===== src/rtl/register_file.sv =====
// 32 x WIDTH register file: two combinational read ports with write-through bypass, one write port.
// Reads are zero-latency. Writes commit on the rising Clk edge. There is no flow control; a write is accepted every cycle.
module register_file #(
  parameter int WIDTH = 32
) (
  input  logic             Clk,
  input  logic             Rst,
  input  logic [WIDTH-1:0] BusW,
  input  logic [4:0]       RW,
  input  logic             RegWr,
  input  logic [4:0]       RA,
  input  logic [4:0]       RB,
  output logic [WIDTH-1:0] BusA,
  output logic [WIDTH-1:0] BusB,
  output logic [WIDTH-1:0] regOut0,
  output logic [WIDTH-1:0] regOut1,
  output logic [WIDTH-1:0] regOut2,
  output logic [WIDTH-1:0] regOut3,
  output logic [WIDTH-1:0] regOut4,
  output logic [WIDTH-1:0] regOut5,
  output logic [WIDTH-1:0] regOut6,
  output logic [WIDTH-1:0] regOut7,
  output logic [WIDTH-1:0] regOut8,
  output logic [WIDTH-1:0] regOut9,
  output logic [WIDTH-1:0] regOut10,
  output logic [WIDTH-1:0] regOut11,
  output logic [WIDTH-1:0] regOut12,
  output logic [WIDTH-1:0] regOut13,
  output logic [WIDTH-1:0] regOut14,
  output logic [WIDTH-1:0] regOut15,
  output logic [WIDTH-1:0] regOut16,
  output logic [WIDTH-1:0] regOut17,
  output logic [WIDTH-1:0] regOut18,
  output logic [WIDTH-1:0] regOut19,
  output logic [WIDTH-1:0] regOut20,
  output logic [WIDTH-1:0] regOut21,
  output logic [WIDTH-1:0] regOut22,
  output logic [WIDTH-1:0] regOut23,
  output logic [WIDTH-1:0] regOut24,
  output logic [WIDTH-1:0] regOut25,
  output logic [WIDTH-1:0] regOut26,
  output logic [WIDTH-1:0] regOut27,
  output logic [WIDTH-1:0] regOut28,
  output logic [WIDTH-1:0] regOut29,
  output logic [WIDTH-1:0] regOut30,
  output logic [WIDTH-1:0] regOut31
);

  logic [WIDTH-1:0] regs [32];
  logic             wrActive;

  // Writes to register 0 are dropped here, so regs[0] never leaves its reset value.
  assign wrActive = RegWr && (RW != 5'd0);

  always_ff @(posedge Clk or posedge Rst) begin
    if (Rst) begin
      for (int i = 0; i < 32; i++) begin
        regs[i] <= '0;
      end
    end else if (wrActive) begin
      regs[RW] <= BusW;
    end
  end

  // Bypass gives same-cycle WB->ID forwarding; suppressed while in reset.
  always_comb begin
    BusA = '0;
    BusB = '0;
    if (!Rst) begin
      if (RA != 5'd0) begin
        BusA = (wrActive && (RA == RW)) ? BusW : regs[RA];
      end
      if (RB != 5'd0) begin
        BusB = (wrActive && (RB == RW)) ? BusW : regs[RB];
      end
    end
  end

  assign regOut0  = '0;
  assign regOut1  = regs[1];
  assign regOut2  = regs[2];
  assign regOut3  = regs[3];
  assign regOut4  = regs[4];
  assign regOut5  = regs[5];
  assign regOut6  = regs[6];
  assign regOut7  = regs[7];
  assign regOut8  = regs[8];
  assign regOut9  = regs[9];
  assign regOut10 = regs[10];
  assign regOut11 = regs[11];
  assign regOut12 = regs[12];
  assign regOut13 = regs[13];
  assign regOut14 = regs[14];
  assign regOut15 = regs[15];
  assign regOut16 = regs[16];
  assign regOut17 = regs[17];
  assign regOut18 = regs[18];
  assign regOut19 = regs[19];
  assign regOut20 = regs[20];
  assign regOut21 = regs[21];
  assign regOut22 = regs[22];
  assign regOut23 = regs[23];
  assign regOut24 = regs[24];
  assign regOut25 = regs[25];
  assign regOut26 = regs[26];
  assign regOut27 = regs[27];
  assign regOut28 = regs[28];
  assign regOut29 = regs[29];
  assign regOut30 = regs[30];
  assign regOut31 = regs[31];

endmodule


===== config.mk =====
export PLATFORM = sky130hd
export DESIGN_NAME = register_file
export DESIGN_NICKNAME = d
export VERILOG_FILES = /design/src/rtl/register_file.sv
export SDC_FILE = /design/constraint.sdc
export NUM_CORES = 2
export LEC_CHECK = 0
export ABC_AREA = 1
export CAP_MARGIN = 0
export CORE_AREA = 10 10 433 435
export CTS_CLUSTER_DIAMETER = 60
export DETAILED_ROUTE_END_ITERATION = 6
export DIE_AREA = 0 0 443 445
export MAX_ROUTING_LAYER = met4
export PLACE_DENSITY = 0.64
export SKIP_CTS_REPAIR_TIMING = 1
export SLEW_MARGIN = 20
export SYNTH_ARGS = -nofsm -noshare
export SYNTH_HDL_FRONTEND = slang
export SYNTH_SLANG_ARGS = --single-unit

===== constraint.sdc =====
create_clock -name Clk -period 69.8 [get_ports Clk]
set_input_delay 20.94 -clock Clk [delete_from_list [all_inputs] [get_ports Clk]]
set_output_delay 20.94 -clock Clk [all_outputs]
set_load 0.02 [all_outputs]

## Word-level counts from Yosys, hierarchy flattened

Cells that the tools add are included.

- Bits in registers: 1024
- Input port bits: 50
- Output and inout bits: 1088
- Word-level logic and storage cells: 63

- Magnitude comparators: 4
- Equality and inequality tests: 2
- Muxes and demuxes: 15
- Bitwise operators: 3
- Reductions and logical operators: 7

Operators by type and width:

| operator | number |
|---|---|
| bitwise mux 1024 bit | 1 |
| two-way mux 32 bit | 11 |
| binary-select mux 32 bit (select 5 bit) | 2 |
| demux 32 bit (select 5 bit) | 1 |
| >= comparator 6 bit (second input constant) | 3 |
| inverter 5 -> 6 bit | 3 |
| nonzero test 5 bit | 3 |
| equality test 5 bit | 2 |
| less-than comparator 6 x 1 -> 1 bit (second input constant) | 1 |
| logical AND 1 bit | 4 |

## Logic depth before layout (Yosys ltp)

- Depth after elaboration: 7
- Mapped depth: 14
- Depth with buffers taken out: 10

## Worst setup path after synthesis

OpenSTA, ideal clock, no wires.

- Kind: in2out
- Start point: in Rst
- End point: out BusA[10]
- Arrival time: 46.493 ns
- Path slack: 2.367 ns
- Stages: 8
- Buffers on the path: 1
- Cell sequence: inv_1 > nand2_1 > inv_1 > buf_2 > nand2_1 > inv_1 > nand2_1 > inv_1

- Longest elaborated chain between the ends: 1

Ends and longest elaborated chain:

| what | line | text |
|---|---|---|
| from (decl) | 7 | `input logic Rst,` |
| two-way mux 32 bit | 69 | `if (!Rst) begin` |
| to (decl) | 13 | `output logic [WIDTH-1:0] BusA,` |

Every way passes these cells.

## Worst setup path in the final report

- Start point: in RB[0]
- End point: out BusB[0]

- Longest elaborated chain between the ends: 7
- Elaborated cells between the ends (all ways): 10

Ends and longest elaborated chain:

| what | line | text |
|---|---|---|
| from (decl) | 12 | `input logic [4:0] RB,` |
| inverter 5 -> 6 bit (implied by the code) | 74 | `BusB = (wrActive && (RB == RW)) ? BusW : regs[RB];` |
| binary-select mux 32 bit (select 5 bit) | 74 |  |
| two-way mux 32 bit (implied by the code) (2 in series) | 74 |  |
| two-way mux 32 bit | 74 |  |
| two-way mux 32 bit (*) | 73 | `if (RB != 5'd0) begin` |
| two-way mux 32 bit (*) | 69 |  |
| to (decl) | 14 | `output logic [WIDTH-1:0] BusB,` |

Mark *: on every way between the ends. The rest lies on a longest branch, timed or not. The select of a mux whose other input is x is not followed.

==> results_dict.tcl <==
set metrics [dict create \
    drive_gt1_share_pct 4.80 \
    cap_violations 0 \
    die_w_um 443 \
    synth-compound-area-share_pct 9.30 \
    max_clock_freq_mhz 21.2 \
    die_h_um 445 \
    layout.cells.non_filler 12413 \
    grt_max_degree 158 \
    vias 71757 \
    avgViaCountPerCell 5.78 \
    finalInstanceArea_um2 77900 \
    place_area_um2 73200 \
    p_leak_nw 38.1 \
    startpoint_type "primary input" \
    worst_pin_slew_ns 1.24 \
    start_util_pct 38.5 \
    outcome "complete, but fails checks" \
    skew_ns 0 \
    wire_per_inst_um 33.9 \
    area_growth_pct 13.4 \
    critPathSlowestCell "buf_4" \
    end_kind "output port" \
    required_ns 48.86 \
    cp_data_arrival_time_ns 26.20 \
    cts_sinks 1024 \
    cp_cell_sequence "buf_8, buf_4, buf_4, buf_4, or2_2, nand3_1, nand3_1, nand3_1, nand3_1, nand2_1, a21oi_1, clkdlybuf4s50_1" \
    synth_edf_count 0 \
    syn_inst 10277 \
    synth.top_cell.area_share_pct 37.3 \
    fp.dieArea_um2 197000 \
    drcViolationCount 33 \
    wl_mm 420 \
    yosys.area_share.adder_pct 0 \
    ys_async_sr_fraction_pct 100 \
    hpwl_mm 299 \
    nNetsFinal 9970 \
    antenna_found_initial 36 \
    htreeDepth 4 \
    cts_tree "yes" \
    synth_area_leader_cell "dfrtp_1" \
    fin_setup_tns_ns 0 \
    violations "design-rule violations" \
    drt_iter0_markers 11173 \
    grt_pass1_wl_mm 563 \
    slowest_delay_ns 0.89 \
    gp_congestion 1.06 \
    period_needed_ns 47.14 \
    synth_mux_area_share_pct 0 \
    dominantRegCellSynth "dfrtp_1" \
    path_class "primary input to output port" \
    grt_pass1_vias 65066 \
    cts_inserted_buffers 139 \
    ant_nets 0 \
    synth-seq-cells 1024 \
    drtPass1Iterations 7 \
    post_synth_and_or_nand_nor_area_fraction_pct 31.7 \
    cp_common_cell "nand3_1" \
    synthTopCellsByArea "dfrtp_1 37%, nand2_1 19%, nand3_1 12%, buf_4 11%, o21ai_0 7.2%" \
    slew_headroom_pct 17.0 \
    hold_viol_final 0 \
    rsz0062_at_grt "no" \
    drv_slew 0 \
    row_count 155 \
    setup_viol 0 \
    insertion_delay_ns 0.81 \
    grt_overflow_total 0 \
    synth_cell_types 31 \
    finalCritPeriodShare_pct 67.5 \
    critPathBufInv 5 \
    cts.clk_slew.worst_paths_ns 0.05 \
    design.core.area_um2 178000 \
    cts_max_path_buffers 3 \
    power_density_nw_per_um2 32.4 \
    track_usage_pct 41.8 \
    dp.cells 12134 \
    power.total_mw 2.52 \
    postSynthAreaPerCell_um2 6.68 \
    fillers 18504 \
    io_buffers 1105 \
    synth_xor_area_share_pct 0.0893 \
    cts-root-buf "clkbuf_16" \
    hold_class "flip-flop to flip-flop" \
    syn_area_um2 68600 \
    yosysWarnings 0 \
    ys_seq_area_share_pct 37.3 \
    synth_top_family_by_area "simple AND/OR/NAND/NOR gates" \
    cp_max_fo 83 \
    ir_drop_mv 0.0254 \
    io_pins 1138 \
    cpLargestDelayFamily "buffers and inverters" \
]
[metrics by stage]
stage | hold slack (ns) | setup slack [ns] | utilization [%]
after CTS | 0.380 | 22.95 | 43.6
after global routing | 0.393 | 22.67 | 43.7
after floorplan | 0.429 | 2.37 | -
final | 0.381 | 22.66 | 43.7
after detailed placement | 0.368 | 22.96 | 41.1
after global placement | 0.367 | 22.99 | 41.1
[cell type report]
type / count / area [um2] / area share, %
Inverter: 1064 / 4050 / 5.20
Antenna cell: 28 / 70.1 / 0.0900
Timing Repair Buffer: 1250 / 12300 / 15.7
Clock inverter: 66 / 744 / 0.956
Sequential cell: 1024 / 25600 / 32.9
Clock buffer: 185 / 3850 / 4.95
Tap cell: 2355 / 2950 / 3.78
Multi-Input combinational cell: 6441 / 28300 / 36.4
[path summary, 6_finish.rpt]
kind                                    from  slack [ns]            to  cells after the start
worst max-delay path                   RB[0]       22.66       BusB[0]                     12
worst min-delay path              regs[1001]        0.38    regs[1001]                      0
worst max register to register  regOut30[22]       68.71  regOut30[22]                      2
worst min register to register    regs[1001]        0.38    regs[1001]                      0
max in group asynchronous                Rst       45.33  regOut18[18]                      7
min in group asynchronous                Rst       20.58   regOut11[0]                      2
[where the power goes]
part	total, mW	leakage [nW]	switching (mW)	internal, mW
logic	0.928	22.8	0.610	0.317
registers	0.862	13.1	0.157	0.705
clock network	0.731	2.23	0.309	0.423
total	2.52	38.1	1.08	1.45
[synthesized netlist by cell type, types with 2 or more instances]
cell and number:
buf_4 1035, xnor2_1 4, nor3_1 25, nor2_4 4
buf_6 5, nand2_1 3460, nand2_2 21, buf_2 189
nor3_4 9, buf_1 72, nand4_1 2, nor2_1 53
o21ai_0 982, o21ai_1 103, inv_1 1047, clkinv_1 7
o211ai_1 72, nor3_2 3, or2_2 6, inv_2 9
xor2_1 3, nand2_4 7, a21oi_1 56, o21bai_1 16
dfrtp_1 1024, clkbuf_1 478, nand3_1 1581
[metal layers]
| layer | part of all wire, % | GRT usage (%) |
|---|---|---|
| met5 | 0 | - |
| met4 | 11 | 36.4 |
| met3 | 12 | 13.4 |
| met2 | 41 | 58.6 |
| met1 | 36 | 47.9 |
[logic make-up after synthesis]
| kind of cell | after synthesis |
|---|---|
| flip-flops | 1024 |
| XOR/XNOR | 7 |
| AO/OA/AOI/OAI | 1230 |
| buffers and inverters | 2843 |
| AND/OR/NAND/NOR | 5172 |
| other | 1 |
[cell usage in the layout (no fill, tap or decap), types with 53 or more instances in the layout]
cell type,Yosys,routed
nor2_1,53,53
buf_4,1035,137
dfrtp_1,1024,1024
o21ai_0,982,982
o21ai_1,103,103
o211ai_1,72,72
inv_1,1047,1015
clkbuf_16,0,140
a21oi_1,56,56
clkdlybuf4s50_1,0,1095
nand3_1,1581,1581
nand2_1,3460,3457
No activity file was read; power rests on OpenSTA's default activity.
